**src/rtl/timer_pkg.sv**
```systemverilog
// Shared types and constants for the microwave cook timer.
// Holds the sequencing states and BCD time constants.
package timer_pkg;

  typedef enum logic [2:0] {
    IDLE,
    ENTRY,
    COOK,
    PAUSE,
    DONE
  } state_t;

  localparam logic [15:0] ZERO_TIME = 16'h0000;
  localparam logic [7:0]  SEC_WRAP  = 8'h59;
  localparam logic [15:0] ONE_SEC   = 16'h0001;

endpackage

```
**src/rtl/cook_timer_ctrl_if.sv**
```systemverilog
// Keypad, tick, door and display/power signals of the cook timer.
// master drives the requests, slave is the controller.
interface cook_timer_ctrl_if;

  logic        sec_tick;
  logic        key_valid;
  logic [3:0]  key_digit;
  logic        start;
  logic        cancel;
  logic        door_closed;
  logic [15:0] time_bcd;
  logic        mag_on;
  logic        done;
  logic        busy;

  modport master (
    output sec_tick, key_valid, key_digit,
    output start, cancel, door_closed,
    input  time_bcd, mag_on, done, busy
  );

  modport slave (
    input  sec_tick, key_valid, key_digit,
    input  start, cancel, door_closed,
    output time_bcd, mag_on, done, busy
  );

endinterface

```
**src/rtl/bcd_mmss_down.sv**
```systemverilog
// MM:SS BCD time register with clear, digit shift-in and
// one-second borrow-chain decrement that never goes below 0000.
module bcd_mmss_down
  import timer_pkg::*;
(
  input  logic        clock,
  input  logic        clear,
  input  logic        zero,
  input  logic        load,
  input  logic [3:0]  digit,
  input  logic        dec,
  output logic [15:0] time_bcd,
  output logic        is_zero
);

  logic [15:0] t_q;
  logic [15:0] t_dec;

  assign time_bcd = t_q;
  assign is_zero  = (t_q == ZERO_TIME);

  // borrow chain: sec_ones, then seconds wrap to 59, then minutes
  always_comb begin
    t_dec = t_q;
    if (t_q[3:0] != 4'd0) begin
      t_dec[3:0] = t_q[3:0] - 4'd1;
    end else if (t_q[7:4] != 4'd0) begin
      t_dec[3:0] = 4'd9;
      t_dec[7:4] = t_q[7:4] - 4'd1;
    end else begin
      t_dec[7:0] = SEC_WRAP;
      if (t_q[11:8] != 4'd0) begin
        t_dec[11:8] = t_q[11:8] - 4'd1;
      end else begin
        t_dec[11:8]  = 4'd9;
        t_dec[15:12] = t_q[15:12] - 4'd1;
      end
    end
  end

  // time register: clear beats shift-load beats decrement
  always_ff @(posedge clock) begin
    if (!clear) begin
      t_q <= ZERO_TIME;
    end else if (zero) begin
      t_q <= ZERO_TIME;
    end else if (load) begin
      t_q <= {t_q[11:0], digit};
    end else if (dec && !is_zero) begin
      t_q <= t_dec;
    end
  end

endmodule

```
**src/rtl/cook_timer_ctrl.sv**
```systemverilog
// Microwave cook timer sequencer: digit entry, cook/pause/cancel
// with door interlock, per-second countdown and end-of-cook beep.
module cook_timer_ctrl
  import timer_pkg::*;
#(
  parameter int unsigned BEEP_TICKS = 3
) (
  input  logic               clock,
  input  logic               clear,
  cook_timer_ctrl_if.slave   bus
);

  localparam logic [3:0] BEEP_LAST = 4'(BEEP_TICKS);

  state_t      state_q, state_n;
  logic [2:0]  dig_q, dig_n;
  logic [3:0]  beep_q, beep_n;
  logic        zero, load, dec;
  logic        is_zero;
  logic        key_ok;
  logic [15:0] time_bcd;

  assign key_ok = bus.key_valid && (bus.key_digit <= 4'd9);

  bcd_mmss_down u_time (
    .clock    (clock),
    .clear    (clear),
    .zero     (zero),
    .load     (load),
    .digit    (bus.key_digit),
    .dec      (dec),
    .time_bcd (time_bcd),
    .is_zero  (is_zero)
  );

  // next state; cancel > door open > start > key > tick
  always_comb begin
    state_n = state_q;
    dig_n   = dig_q;
    beep_n  = beep_q;
    zero    = 1'b0;
    load    = 1'b0;
    dec     = 1'b0;
    case (state_q)
      IDLE: begin
        if (key_ok) begin
          load    = 1'b1;
          dig_n   = 3'd1;
          state_n = ENTRY;
        end
      end
      ENTRY: begin
        if (bus.cancel) begin
          zero    = 1'b1;
          dig_n   = 3'd0;
          state_n = IDLE;
        end else if (bus.start && bus.door_closed && !is_zero) begin
          state_n = COOK;
        end else if (key_ok && dig_q < 3'd4) begin
          load  = 1'b1;
          dig_n = dig_q + 3'd1;
        end
      end
      COOK: begin
        if (bus.cancel || !bus.door_closed) begin
          state_n = PAUSE;
        end else if (bus.sec_tick) begin
          dec = 1'b1;
          if (time_bcd == ONE_SEC) begin
            beep_n  = 4'd0;
            state_n = DONE;
          end
        end
      end
      PAUSE: begin
        if (bus.cancel) begin
          zero    = 1'b1;
          dig_n   = 3'd0;
          state_n = IDLE;
        end else if (bus.start && bus.door_closed) begin
          state_n = COOK;
        end
      end
      DONE: begin
        if (bus.cancel || bus.key_valid || !bus.door_closed) begin
          beep_n  = 4'd0;
          dig_n   = 3'd0;
          state_n = IDLE;
        end else if (bus.sec_tick) begin
          if (beep_q + 4'd1 == BEEP_LAST) begin
            beep_n  = 4'd0;
            dig_n   = 3'd0;
            state_n = IDLE;
          end else begin
            beep_n = beep_q + 4'd1;
          end
        end
      end
      default: begin
        zero    = 1'b1;
        dig_n   = 3'd0;
        beep_n  = 4'd0;
        state_n = IDLE;
      end
    endcase
  end

  // state, digit count and beep count registers
  always_ff @(posedge clock) begin
    if (!clear) begin
      state_q <= IDLE;
      dig_q   <= 3'd0;
      beep_q  <= 4'd0;
    end else begin
      state_q <= state_n;
      dig_q   <= dig_n;
      beep_q  <= beep_n;
    end
  end

  assign bus.time_bcd = time_bcd;
  assign bus.mag_on   = (state_q == COOK) && bus.door_closed;
  assign bus.done     = (state_q == DONE);
  assign bus.busy     = (state_q == COOK) || (state_q == PAUSE);

endmodule

```
**src/flat_wrapper.sv**
```systemverilog
// flat-port wrapper written by rule: the top's interface ports become plain ports
module cook_timer_ctrl_flat import timer_pkg::*;
#(
  parameter int unsigned BEEP_TICKS = 3
)
  (clock, clear, bus_sec_tick, bus_key_valid, bus_key_digit, bus_start, bus_cancel, bus_door_closed, bus_time_bcd, bus_mag_on, bus_done, bus_busy);
  cook_timer_ctrl_if bus_i ();
  input  logic clock;
  input  logic clear;
  input wire logic [$bits(bus_i.sec_tick)-1:0] bus_sec_tick;
  input wire logic [$bits(bus_i.key_valid)-1:0] bus_key_valid;
  input wire logic [$bits(bus_i.key_digit)-1:0] bus_key_digit;
  input wire logic [$bits(bus_i.start)-1:0] bus_start;
  input wire logic [$bits(bus_i.cancel)-1:0] bus_cancel;
  input wire logic [$bits(bus_i.door_closed)-1:0] bus_door_closed;
  output wire logic [$bits(bus_i.time_bcd)-1:0] bus_time_bcd;
  output wire logic [$bits(bus_i.mag_on)-1:0] bus_mag_on;
  output wire logic [$bits(bus_i.done)-1:0] bus_done;
  output wire logic [$bits(bus_i.busy)-1:0] bus_busy;
  assign bus_i.sec_tick = bus_sec_tick;
  assign bus_i.key_valid = bus_key_valid;
  assign bus_i.key_digit = bus_key_digit;
  assign bus_i.start = bus_start;
  assign bus_i.cancel = bus_cancel;
  assign bus_i.door_closed = bus_door_closed;
  assign bus_time_bcd = bus_i.time_bcd;
  assign bus_mag_on = bus_i.mag_on;
  assign bus_done = bus_i.done;
  assign bus_busy = bus_i.busy;
  cook_timer_ctrl #(.BEEP_TICKS(BEEP_TICKS)) u_core (.clock(clock), .clear(clear), .bus(bus_i));
endmodule
```
**config.mk**
```make
export PLATFORM = sky130hd
export DESIGN_NAME = cook_timer_ctrl_flat
export DESIGN_NICKNAME = d
export VERILOG_FILES = /design/src/rtl/timer_pkg.sv /design/src/rtl/cook_timer_ctrl_if.sv /design/src/rtl/bcd_mmss_down.sv /design/src/rtl/cook_timer_ctrl.sv /design/src/flat_wrapper.sv
export SDC_FILE = /design/constraint.sdc
export NUM_CORES = 1
export LEC_CHECK = 0
export CAP_MARGIN = 20
export CORE_MARGIN = 5
export CORE_UTILIZATION = 34
export CTS_BUF_LIST = sky130_fd_sc_hd__clkbuf_16
export DETAILED_ROUTE_END_ITERATION = 8
export PLACE_DENSITY_LB_ADDON = 0.25
export SETUP_SLACK_MARGIN = 0.4
export SLEW_MARGIN = 30
export SYNTH_ARGS = -nofsm -noshare
export SYNTH_HDL_FRONTEND = slang
export SYNTH_SLANG_ARGS = --single-unit
```
**constraint.sdc**
```tcl
create_clock -name clock -period 2.45 [get_ports clock]
set_input_delay 0.49 -clock clock [delete_from_list [all_inputs] [get_ports clock]]
set_output_delay 0.49 -clock clock [all_outputs]
set_load 0.01 [all_outputs]
```
# Word-level counts from Yosys, hierarchy flattened
# Cells that the tools add are included.
[classes]
addsub = 6
n_lt_le_gt_ge = 2
eq_ne = 22
mux = 42
n_bitwise = 3
n_reduce_logical = 28
[ops]
columns = ["cell", "n"]
rows = [
  ["$mux 3", 15],
  ["$mux 4", 9],
  ["$mux 16", 2],
  ["$pmux 3 s5", 2],
  ["$eq 16x1->1 const B", 1],
  ["$logic_not 16->1", 1],
  ["$mux 8", 2],
  ["$sub 4x1->4 const B", 4],
  ["$ne 3x2->1 const B", 5],
  ["$reduce_and 7->1", 2],
  ["$mux 12", 1],
  ["$pmux 4 s3", 1],
  ["$reduce_bool 4->1", 3],
  ["$ne 2x1->1 const B", 5],
  ["$mux 1", 8],
  ["$eq 3x2->1 const B", 2],
  ["$logic_and 1x1->1", 6],
  ["$ne 2x2->1 const B", 3],
  ["$ne 3x1->1 const B", 2],
  ["$reduce_or 3->1", 2],
  ["$reduce_and 5->1", 1],
  ["$add 4x1->4 const B", 1],
  ["$eq 4x2->1 const B", 1],
  ["$le 4x4->1 const B", 1],
  ["other kinds (15)", 23],
]
[totals]
reg_bits = 26
inputBits = 11
out_inout_bits = 19
word_cells = 110

# Logic depth before layout (Yosys ltp)
# Gate-level depths: netlist of the first run.
[depth]
word_depth = 9
mapped_depth = 8
mapped_depth_nobuf = 7

# Modules after synthesis
# From an unflattened synthesis of the first run, not the netlist that was laid out.
[hier_totals]
cells_unflattened = 230
hier_area_um2 = 1775.5
[by_module_without_submodules]
columns = ["module", "instances", "cells_per_inst", "area_each_um2", "seq_area_each_um2"]
rows = [
  ["bcd_mmss_down", 1, 120, 965.9, 320.3],
  ["cook_timer_ctrl", 1, 110, 809.5, 200.2],
]

# Least setup slack after synthesis of the first run
# No wires, ideal clock.
[synth_path]
path_kind = "flip-flop to flip-flop"
from = "register u_core.beep_q[0]"
to = "register u_core.dig_q[1]"
setup_time_ps = 117
arrival_time_ps = 1755
required_ps = 2333
path_slack_ps = 578
stages_incl_launch_ff = 8
path_buffers = 0
period_less_slack_ps = 1872
cell_sequence = "dfxtp_1 inv_1 ha_1 or3b_2 nor3b_1 a211o_1 nand4_1 a32o_1"
[synth_between]
elab_chain_cells = 4
[synth_lines]
columns = ["element", "line_no", "rtl"]
rows = [
  ["start: declaration", "cook_timer_ctrl.sv:17", "logic [3:0] beep_q, beep_n;"],
  ["start signal: assignment", "cook_timer_ctrl.sv:117", "beep_q <= beep_n;"],
  ["$add 4x1->4", "cook_timer_ctrl.sv:90", "if (beep_q + 4'd1 == BEEP_LAST) begin"],
  ["$eq 4x2->1", "cook_timer_ctrl.sv:90", ""],
  ["$ne 3x1->1 (no line)", "--", ""],
  ["$reduce_and 7->1 (no line)", "--", ""],
  ["end signal: assignment", "cook_timer_ctrl.sv:116", "dig_q <= dig_n;"],
  ["end: declaration", "cook_timer_ctrl.sv:16", "logic [2:0] dig_q, dig_n;"],
]
# Every way passes these cells.
# A chain may end at the register's enable or synchronous reset.

# Worst setup path after layout of the first run
[layout_path]
from = "register u_core.state_q[2]"
to = "output bus_done"
[layout_between]
elab_chain_cells = 1
[layout_lines]
columns = ["element", "line_no", "rtl"]
rows = [
  ["start: declaration", "cook_timer_ctrl.sv:15", "state_t state_q, state_n;"],
  ["start signal: assignment", "cook_timer_ctrl.sv:115", "state_q <= state_n;"],
  ["$eq 3x3->1", "cook_timer_ctrl.sv:123", "assign bus.done = (state_q == DONE);"],
  ["end: declaration", "flat_wrapper.sv:18", "output wire logic [$bits(bus_i.done)-1:0] bus_done;"],
]
# Every way passes these cells.

==> results.md, run 1 <==
- The top cell types in the final layout, fill and taps aside, are sky130_fd_sc_hd__nor2_1, sky130_fd_sc_hd__clkdlybuf4s50_1, sky130_fd_sc_hd__buf_4.
- The kind of start point of the critical path is a register.
- Buffers inserted during clock tree synthesis total 3.
- The number of diodes is 0.
- In this run the deepest clock path goes through 2 buffers.
- For this run, the total global-route usage over all layers was measured as 0.145.
- The final setup violation count is 0.
- In this design, the largest share of critical-path delay is due to buffers and inverters.
- The clock tree skew after final layout is 0.00368 ns.
- The worst register-to-register path has a depth of 7.
- Of the cells placed in the final design, the portion with a size suffix greater than 1 is 0.234.
- The reg-to-reg critical path startpoint is u_core.beep_q[0]$_SDFFE_PN0P_.
- The floorplan core area is 5140 um2.
- The pin count of the biggest net entering global routing is 16.
- CTS built an H-tree with a depth of 1.
- The clock slew at the register clock pins of the worst setup and hold paths is ~0.07 ns.
- Measured along the y axis, the die boundary spans between 80 and 90 um.
- The via density per instance is 5.38.
- The sequential standard cell area is 533 um2.
- The total DRC errors in the routed layout is 0.
- In the final layout, the multi-input gates occupy 1310 um2.
- The aggregate routed wire length is 5.05 mm.
- For the finished layout, the period the worst path requires is 1.97 ns.
- The number of flops mapped to enable cells by yosys is 0.
- The count of vias placed by the detailed router is about 1,800.
- The number of global-route vias before repair is 1,722.
- Power spread over the standard cell area amounts to 728 nW/um2.
- The leakage power summed over all cells is 0.913 nW.
- Data arrives at the worst endpoint at 1.48 ns.
- The number of nets in the layout is 286.
- For this run, the top clock speed supported by timing is 0.507 GHz.
- The number of fill cells is 526.
- The class of the most critical hold timing path is register to register.
- The least setup slack across all paths after layout is 0.478 ns.
- The Yosys step of the flow raised 0 warnings.
- The worst setup slack after placement is 0.0137 ns.
- The post-route total power is 0.00184 W.
- After detailed placement, the design holds a cell count of 329.
- The run finished with clean final reports.
- Summed over all nets, the half-perimeter wirelength after detailed placement is 3.66 mm.
- The root buffer cell chosen for the clock tree is sky130_fd_sc_hd__clkbuf_16.
- The maximum resistive drop on vdd is 0.568 mV.
- Measured along the x axis, the die boundary spans about 83 um.
- At the pin with the least slew margin, the transition time is 0.570 ns.
- Input and output buffers added on the ports amount to 29.
- The cell area that synthesis handed to floorplanning was 1810 um2.
- Traced cell by cell, the critical path runs through nor3b_4, clkdlybuf4s50_1.
- After detailed placement, the total cell area comes to 2260 um2.
- The clock latency at the later pin of the worst-skew pair is ~0.26 ns.
- The endpoint kind of the worst setup timing path is a primary output.
- The startpoint of the lowest-slack hold path is u_core.beep_q[0]$_SDFFE_PN0P_.
- The standard-cell row count is 26.
- The cell area after layout is 2520 um2.
- For this run, asynchronously set or reset flops after synthesis account for 0.
- The die covers 6880 um2.
- The number of flip-flops and latches in the synthesized netlist is 26.
- The number of nets in the synthesized netlist is roughly 240.
- For flop-to-flop paths, the worst setup slack is between 0.5 and 0.6 ns.
- The initial antenna violation count is 0.
- The capture point of the worst reg-to-reg path is u_core.dig_q[1]$_SDFFE_PN0P_.
- The boundary pin count is 30.
- The critical path's largest stage delay is 0.57 ns.
- STA puts the critical path data required time at 1.96 ns.
- The start point of the critical path is u_core.state_q[2]$_SDFFE_PN0P_.
- For this run, the detailed router's first-pass iteration total came to 4.
- The area growth from synthesis to layout is 39.5%.
- The max-slew violation total from the final report came to 0.
- Synthesis produced 223 cells.
- Counting both buffers and inverters, the worst setup path holds a total of 1.
- The worst hold path terminates at u_core.beep_q[0]$_SDFFE_PN0P_.
- The clock sink count is 26.
- The class of the most critical setup path is register to primary output.
- The overall overflow remaining after global route is 0.
- Dividing the detail-routed wire length by the instance count gives 14.9 um.
- The post-synthesis area per instance is a little over 8 um2.
- The period utilization is 0.805.
- The wire length of the first global-routing pass is 8.45 mm.
- In this run the tightest slew margin relative to its limit is 0.618.
- For this run, the register share of the synthesized area comes to 0.287.
- TritonCTS built the clock tree.
- The starting DRC count in detailed routing is 95.
- The tool flagged a number of max-cap violations equal to 0.
- The instance count along the most critical hold path is 1.
- The maximum net fanout on the critical path is 9.
- Once detail routing completed, the nets flagged for antenna violations numbered 0.
- The summed negative setup slack over all endpoints is 0 ns.
- The most used flip-flop cell after synthesis is sky130_fd_sc_hd__dfxtp_1.
- The number of non-filler instances in the completed layout is 339.
- Setup repair after global routing could not meet its margin everywhere.
- The starting utilization of the core area is 0.352.
- The final hold violation count was 0.
- The routability-driven placement congestion ratio is 0.810.
- The slowest cell on the critical path is sky130_fd_sc_hd__clkdlybuf4s50_1.
- The count of unique library cells instantiated by Yosys is 57.
worst max path at each step:
stage                                              endpoint  slack (ns)  cells after the start
finish                                             bus_done        0.48                      2
global placement    u_core.u_time.time_bcd[13]$_SDFFE_PP0P_        0.07                      6
CTS                            u_core.dig_q[1]$_SDFFE_PN0P_        0.40                      5
global route                  u_core.beep_q[0]$_SDFFE_PN0P_        0.37                      8
floorplan                      u_core.dig_q[1]$_SDFFE_PN0P_        0.58                      7
detailed placement  u_core.u_time.time_bcd[13]$_SDFFE_PP0P_        0.01                      7
timing repair:
item,CTS,global route
pin swaps,1,6
hold endpoints to repair,0,0
hold buffers,0,0
setup endpoints to repair,17,24
gates resized for setup,12,17
setup buffers,2,4
cloned,0,0
metrics by stage:
stage	utilization	hold WS, ns
finish	0.491	0.483
global route	0.491	0.515
CTS	0.472	0.494
detailed placement	0.440	0.484
global placement	0.440	0.486
floorplan	-	0.456
cell usage after synthesis, drive strengths merged, types with 2 or more instances:
master,instances,share of area
a211oi,4,0.017
a21oi,13,0.036
a31oi,6,0.021
a41oi,2,0.0097
and2,2,0.0069
and3,3,0.012
and4,3,0.016
buf,7,0.024
clkbuf,3,0.0062
dfxtp,26,0.29
ha,5,0.035
inv,9,0.019
mux2i,5,0.028
nand2,21,0.044
nand3,4,0.011
nand3b,4,0.017
nand4,8,0.039
nand4b,2,0.0097
nor2,27,0.056
nor2b,3,0.010
nor3,5,0.017
nor3b,5,0.026
nor4,4,0.030
nor4b,2,0.017
o21ai,19,0.055
o31a,3,0.015
o41ai,3,0.025
or2,2,0.0069
or3,2,0.0069
or3b,2,0.0097
xnor2,5,0.024
state kept, by name (all words and copies together), names as in the netlist:
name / cells
u_core.u_time.time_bcd: 16
u_core.beep_q: 4
u_core.dig_q: 3
u_core.state_q: 3
routing by layer:
| metal | track usage | vias to the layer above | share of wire |
|---|---|---|---|
| met2 | 0.223 | 37 | 0.46 |
| li1 | - | 923 | - |
| met5 | 0 | - | 0 |
| met4 | 0.0342 | 0 | 0.0046 |
| met1 | 0.202 | 863 | 0.49 |
| met3 | 0.0366 | 2 | 0.036 |
power breakdown:
group,leakage [nW],switching (W),internal [W]
registers,0.215,0.000110,0.000482
clock network,0.0511,0.000152,0.000325
logic,0.647,0.000379,0.000390
total,0.913,0.000640,0.00120
final cells by class:
| type | instances | share of cell area |
|---|---|---|
| multi-input cells | 178 | 0.517 |
| inverters | 9 | 0.0134 |
| well taps | 70 | 0.0347 |
| clock buffers | 3 | 0.0297 |
| repair buffers | 52 | 0.182 |
| clock inverters | 1 | 0.0119 |
| flip-flops and latches | 26 | 0.211 |
logic make-up after synthesis:
logic type,after synthesis,synth area share
xor+xnor,6,0.0290
mux,5,0.0276
flops,26,0.287
compound gates,61,0.227
simple gates,101,0.345
buf+inv,19,0.0491
fa+ha+maj,5,0.0346
(Power assumes the default switching activity.)
==> run 2: changes to the inputs <==
clock period = 2 ns   (was 2.45 ns; I/O delays follow)
==> run 2 against run 1 <==
Compared with the run above: non-clock buffer count rose by 54; final cell count rose by 16%; count of clock-buffer cells in the layout did not move; worst setup slack got worse by 0.34 ns; hold slack improved by 0.028 ns; largest cell class unchanged.
==> results.md, run 2 (synthesized netlist as in run 1, its figures left out) <==
- The library cell used as clock root buffer is sky130_fd_sc_hd__clkbuf_16.
- Summed over all layers, the global routing overflow is 0.
- In the routed layout, each cell is associated on average with a via count of 5.38.
- In the layout the commonest cells are sky130_fd_sc_hd__buf_4, sky130_fd_sc_hd__nor2_1, sky130_fd_sc_hd__nand2_1.
- The largest individual stage delay along the critical path comes from the cell sky130_fd_sc_hd__o41ai_4.
- The total global-route track usage is 0.182.
- The total area inside the core boundary comes to 5140 um2.
- By instance count, the cell type seen most on the critical path is sky130_fd_sc_hd__buf_4.
- Setup repair after global routing could not meet its margin everywhere.
- The placed instances occupy a cell area of 2510 um2.
- TritonCTS built the clock tree.
- The boundary pin count is 30.
- The power density normalized to cell area is 875 nW/um2.
- The number of iterations in the first detailed-routing pass is 4.
- The max-capacitance violation count is 0.
- At the end of routability-driven placement, the weighted congestion stood at 0.885.
- The clock tree skew after final layout is 0.00407 ns.
- The worst setup path is captured at a register.
- In this run the number of H-tree levels came out at 1.
- The maximum net fanout on the critical path is 3.
- Entering global routing, the biggest net connects 16 pins.
- The standard-cell row count is 26.
- The critical path's largest stage delay is 0.44 ns.
- Clock tree synthesis inserted a total of 3 buffers.
- The clock latency at the later pin of the worst-skew pair is around 0.26 ns.
- The critical path starts at u_core.u_time.time_bcd[9]$_SDFFE_PP0P_.
- The worst hold path begins at u_core.beep_q[3]$_SDFFE_PN0P_.
- The final setup violation count is 0.
- Based on the critical path, the design can be clocked at up to 0.538 GHz.
- The final layout contains routed wiring with a total length of 6.66 mm.
- The cell area after layout is 3210 um2.
- Measured against its own limit, the worst slew margin works out to 0.654.
- For the worst setup path, the data arrival time is 2.01 ns.
- Clock-pin slew was measured on the worst setup and hold paths at 0.07 ns.
- The number of global-route vias before repair is approximately 2,200.
- The area growth from synthesis to layout is 77.3%.
- The number of port buffers is 29.
- The worst setup path is launched from a register.
- The flow ran to the end, and the final reports show no timing, DRC or antenna violations.
- The height of the chip is a little over 80 um.
- The total buffers and inverters traversed by the critical path is 2.
- The post-layout minimum cycle time is 1.86 ns.
- The period utilization is 0.929.
- The reg-to-reg critical path startpoint is u_core.u_time.time_bcd[9]$_SDFFE_PP0P_.
- The first global-routing pass estimated 10.7 mm of wire.
- The HPWL after detailed placement is between 3 and 4 mm.
- The number of fill cells is 459.
- The number of diodes is 0.
- The flip-flop count of the largest register, all copies and words added is 16.
- The maximum resistive drop on vdd is 0.562 mV.
- The count of vias placed by the detailed router is 2,113.
- The average wire per standard cell is 17.0 um.
- At the end of the flow, the number of nets in the layout was 340.
- The critical path goes through nor4_4, buf_4, buf_4, nand4_4, o41ai_4, o21ai_2, mux2i_1.
- The leakage power summed over all cells is 1.40 nW.
- The tightest hold path in the finished design has a slack of 0.511 ns.
- The maximum buffer depth of the clock tree is 2.
- For the worst setup path, the data required time is 2.15 ns.
- The post-route total power is 0.00281 W.
- The starting utilization of the core area is 0.352.
- By startpoint and endpoint, the worst setup path is classified as register to register.
- The most common library cell in the layout ignoring fill and taps is sky130_fd_sc_hd__buf_4.
- The total DRC errors in the routed layout is 0.
- The final hold violation count is 0.
- The share of post-route cells with drive strength above 1 is 0.502.
- The class of the most critical hold timing path is register to register.
- The clock sink count is 26.
- The hold buffer count at CTS is 0.
- At the pin with the least slew margin, the transition time is 0.517 ns.
- The kind of cell with the highest combined delay along the critical path is compound AO/OA/AOI/OAI gates.
- In this run the remaining antenna-violating nets after routing total 0.
- The starting DRC count in detailed routing is 149.
- The die covers ~7000 um2.
- From left edge to right edge, the die measures 83.0 um.
- The initial antenna violation count is 0.
- The max-slew violation total from the final report came to 0.
## run 2: cell count changes in the layout (fill, tap and decap cells not counted), sizes merged
cell,previous run,this run
clkdlybuf4s15,0,1
buf,23,80
dlygate4sd2,2,18
dlymetal6s2s,0,4
clkdlybuf4s50,27,3
## run 2: cell type report
class	count	area [um2]	area share
Multi-Input combinational cell	178	1460	0.454
Timing Repair Buffer	106	968	0.302
Sequential cell	26	557	0.173
Tap cell	70	87.6	0.0273
Clock buffer	3	75.1	0.0234
Inverter	9	33.8	0.0105
Clock inverter	1	30.0	0.00936
## run 2: where the power goes
group          internal, W  switching [W]  total [W]
Clock             0.000399       0.000204   0.000603
Sequential        0.000601       0.000103   0.000704
Combinational     0.000813       0.000687    0.00150
## run 2: through the flow
stage,worst slack (ns),cells,setup TNS [ns],utilization
global route,0.0486,393,0,0.624
floorplan,0.183,223,0,-
detailed placement,-0.390,355,-5.81,0.488
finish,0.142,393,0,0.624
global placement,-0.314,355,-4.90,0.488
CTS,0.208,382,0,0.586
## run 2: routing by layer
metal | track usage | share of wire | vias to the layer above
li1 | - | - | 1031
met1 | 0.237 | 0.44 | 1024
met2 | 0.319 | 0.52 | 50
met3 | 0.0248 | 0.027 | 8
met4 | 0.0357 | 0.012 | 0
met5 | 0 | 0 | -
## run 2: repair_timing
item,CTS,global route
gates resized for setup,88,37
gates cloned,3,0
endpoints found under the hold margin,0,0
setup buffers,20,11
pin swaps,25,28
setup endpoints to repair,43,31
## run 2: worst paths after layout
kind | end | slack [ns] | cells after the start
setup / recovery | u_core.beep_q[1]$_SDFFE_PN0P_ | 0.14 | 7
hold / removal | u_core.beep_q[3]$_SDFFE_PN0P_ | 0.51 | 1
setup reg to reg | u_core.beep_q[1]$_SDFFE_PN0P_ | 0.14 | 7
hold reg to reg | u_core.beep_q[3]$_SDFFE_PN0P_ | 0.51 | 1
==> run 3: changes to the inputs <==
CTS_CLUSTER_SIZE = 28   (was unset)
SYNTH_HIERARCHICAL = 1   (was unset)
==> run 3 against run 2 <==
Compared with the run above: the flow now finishes with violations (negative setup slack); fmax shrank 16%; non-clock buffer count shrank 19; flip-flop and latch count is the same; area after synthesis shrank 1.9%; clock power shrank 25%; final cell count shrank 2.8%; first-iteration DRC count shrank 46%; highest routed layer unchanged; core utilization shrank 5.4 points; sequential share of layout area grew 1.4 points.
==> results.md, run 3 <==
- The number of global-route vias before repair was around 1,900.
- The period utilization is 1.10.
- The slew at the pin with the worst max-slew slack is between 0.3 and 0.4 ns.
- The share of synthesized area in the top cell type comes to 0.293.
- The maximum buffer depth of the clock tree is 2.
- The endpoint kind of the worst setup timing path is a register.
- The maximum resistive drop on vdd is 0.511 mV.
- Counting tap cells, the placed design contains a total of 366 instances.
- The post-synthesis area per instance is 7.72 um2.
- After synthesis, the cell types taking the most area are sky130_fd_sc_hd__dfxtp_1, sky130_fd_sc_hd__a21oi_1, sky130_fd_sc_hd__o21ai_0.
- After synthesis the netlist holds a flip-flop and latch count of 26.
- OpenSTA, run right after detailed placement, puts the worst setup slack at -0.561 ns.
- The worst hold margin is between 0.4 and 0.5 ns.
- Yosys printed 6 warnings.
- Counting instances in the post-synthesis netlist gives the leading cell types as sky130_fd_sc_hd__a21oi_1, sky130_fd_sc_hd__dfxtp_1, sky130_fd_sc_hd__nor2_1, sky130_fd_sc_hd__o21ai_0, sky130_fd_sc_hd__nand2_1.
- The starting DRC count in detailed routing is 81.
- In this run the core area contains 26 standard-cell rows.
- The finished layout holds 382 standard cells, fillers aside.
- The largest area contributor in the netlist is sky130_fd_sc_hd__dfxtp_1.
- The total DRC errors in the routed layout is 0.
- The congestion estimate from routability-driven global placement came to roughly 0.86.
- The most common library cell in the layout ignoring fill and taps is sky130_fd_sc_hd__buf_4.
- Counting flops with an async set or reset pin after synthesis yields a share of 0.
- The number of routed nets with antenna violations is 0.
- In the synthesized netlist the dominant register cell turns out to be sky130_fd_sc_hd__dfxtp_1.
- After detailed routing, the average wire length per cell comes to 13.6 um.
- The initial utilization of the core area, before any placement, comes to 0.350.
- The pin count of the biggest net entering global routing is 15.
- The remaining max-slew budget at the tightest pin is 0.767.
- After synthesis, the netlist uses 57 different library cells.
- Setup repair after global routing could not meet its margin everywhere.
- The register with the most flip-flops in the layout has 16 of them.
- Setup slack on the worst reg-to-reg path comes out at -0.21 ns.
- The number of nets in the layout is approximately 330.
- The net count of the mapped netlist is between 200 and 250.
- The boundary pin count is 30.
- The clock latency at the later pin of the worst-skew pair is roughly 0.26 ns.
- The max-slew violation total from the final report is 0.
- TritonCTS created 3 clock buffers.
- The data arrival time of the worst path is 2.36 ns.
- The checks that failed: negative setup slack.
- The tightest min-delay check is of the register to register type.
- The die span in x is roughly 82 um.
- Summing every instance area after synthesis gives approximately 1800 um2.
- The hold buffer count at CTS is 0.
- Derived from the worst setup path, the maximum achievable clock frequency is around 0.45 GHz.
- Dividing the detail-routed via count by the number of cells gives between 5 and 6.
- The aggregate routed wire length is 5.19 mm.
- The tool flagged a number of max-cap violations equal to 0.
- The clock slew at the register clock pins of the worst setup and hold paths is approximately 0.070 ns.
- Across all layers, the routed design uses ~2,000 vias.
- The cell area after layout is 2900 um2.
- The share of post-route cells with drive strength above 1 is 0.439.
- Setup violations remaining at the end of the flow were counted as 20.
- The die covers 6770 um2.
- The kind of start point of the critical path is a register.
- Measured along the y axis, the die boundary spans 82.3 um.
- The number of iterations in the first detailed-routing pass is 4.
- The run finished, with violations left.
- The final hold violation count is 0.
- Data on the critical path is required at its endpoint by 2.15 ns.
- The post-layout minimum cycle time is 2.21 ns.
- The synthesis-to-layout area growth is 63.1%.
- The wire length of the first global-routing pass is 8.49 mm.
- The library cells used most frequently in the layout, excluding fill and tap cells, are sky130_fd_sc_hd__buf_4, sky130_fd_sc_hd__nand2_1, sky130_fd_sc_hd__a21oi_1.
- TritonCTS built the clock tree.
- CTS placed an instance of sky130_fd_sc_hd__clkbuf_16 at the clock tree root.
- The leakage power summed over all cells is roughly 1.2 nW.
- The number of flops mapped to enable cells by yosys is 0.
- The initial antenna violation count is 0.
- The clock sink count is 26.
- The number of instances in the synthesized netlist is between 200 and 250.
- The floorplan core area is 5070 um2.
- The share of the Yosys chip area taken by registers is 0.293.
- For this design the ratio of total power to cell area is 646 nW/um2.
- Across every metal layer, demand over resource in global routing totals 0.157.
- The number of port buffers is 29.
- For the final database, setup skew stands at roughly 0.0046 ns.
- The total placed instance area is 2490 um2.
- Setup slack on the critical path of the routed design comes to -0.205 ns.
- The class of the most critical setup path is register to register.
- The repair_antennas step left the layout with diodes totalling 0.
- The number of H-tree levels is 1.
- The HPWL after detailed placement is around 3.7 mm.
- Along the worst path, the maximum fanout reaches 8.
- The overall overflow remaining after global route is 0.
## run 3: changes by cell type after synthesis, sizes merged, moves of 4 or more
cell,before,now
nand3,4,8
inv,9,14
a21oi,13,26
o21ai,19,26
nand4,8,1
## run 3: worst max-delay path: stages, from the launching register on
cell	delay [ns]
sky130_fd_sc_hd__dfxtp_2	0.32
sky130_fd_sc_hd__inv_2	0.07
sky130_fd_sc_hd__ha_4	0.12
sky130_fd_sc_hd__nor3b_4	0.19
sky130_fd_sc_hd__and2_4	0.18
sky130_fd_sc_hd__nand4b_1	0.16
sky130_fd_sc_hd__nor2_2	0.15
sky130_fd_sc_hd__o21bai_1	0.11
sky130_fd_sc_hd__nor3_1	0.14
sky130_fd_sc_hd__nor2_1	0.07
sky130_fd_sc_hd__nor2_2	0.17
sky130_fd_sc_hd__inv_2	0.08
sky130_fd_sc_hd__buf_6	0.15
sky130_fd_sc_hd__o21ai_2	0.15
sky130_fd_sc_hd__a21oi_2	0.04
## run 3: logic make-up (layout without fill, tap and decap cells)
| logic type | count (synthesis) | in the layout | synth area share |
|---|---|---|---|
| simple gates | 93 | 93 | 0.303 |
| compound gates | 76 | 76 | 0.275 |
| buf+inv | 23 | 105 | 0.0578 |
| flops | 26 | 26 | 0.293 |
| xor+xnor | 5 | 5 | 0.0247 |
| fa+ha+maj | 5 | 5 | 0.0352 |
| mux | 2 | 2 | 0.0113 |
## run 3: path summary, 6_finish.rpt
path / startpoint / to / depth (start not counted)
max: u_core/u_time/time_bcd[12]$_SDFFE_PP0P_ / u_core/u_time/time_bcd[3]$_SDFFE_PP0P_ / 14
min: u_core/dig_q[1]$_SDFFE_PN0P_ / u_core/dig_q[1]$_SDFFE_PN0P_ / 2
max reg2reg: u_core/u_time/time_bcd[12]$_SDFFE_PP0P_ / u_core/u_time/time_bcd[3]$_SDFFE_PP0P_ / 14
min reg2reg: u_core/dig_q[1]$_SDFFE_PN0P_ / u_core/dig_q[1]$_SDFFE_PN0P_ / 2
## run 3: area by class of cell
class,instances,area (um2)
fillers,472,2180
multi-input cells,181,1390
repair buffers,87,747
flip-flops and latches,26,542
well taps,70,87.6
clock buffers,3,75.1
inverters,14,56.3
clock inverters,1,3.75
## run 3: what timing repair did
action	CTS	global route
pin swaps	17	14
setup endpoints to repair	45	30
setup buffers	4	7
hold endpoints to repair	0	0
resized for setup	67	35
cloned	1	0
## run 3: routing by layer
metal / wire length [um] / GRT usage / vias up / share of wire
li1: - / - / 1009 / -
met2: 2550 / 0.268 / 58 / 0.49
met5: 0 / 0 / - / 0
met3: 284 / 0.0228 / 2 / 0.055
met1: 2340 / 0.208 / 951 / 0.45
met4: 23 / 0.0316 / 0 / 0.0044
## run 3: power breakdown
part,total [W],switching [W],internal [W]
registers,0.000610,0.0000417,0.000568
clock network,0.000450,0.000182,0.000268
logic,0.000811,0.000411,0.000400
## run 3: metrics by stage
stage / util / TNS (ns) / total power (W)
2_1_floorplan: - / -2.99 / 0.00101
3_3_place_gp: 0.492 / -8.17 / 0.00131
3_5_place_dp: 0.492 / -8.61 / 0.00131
4_1_cts: 0.536 / -2.65 / 0.00182
5_1_grt: 0.571 / -6.80 / 0.00198
6_report: 0.571 / -3.05 / 0.00187
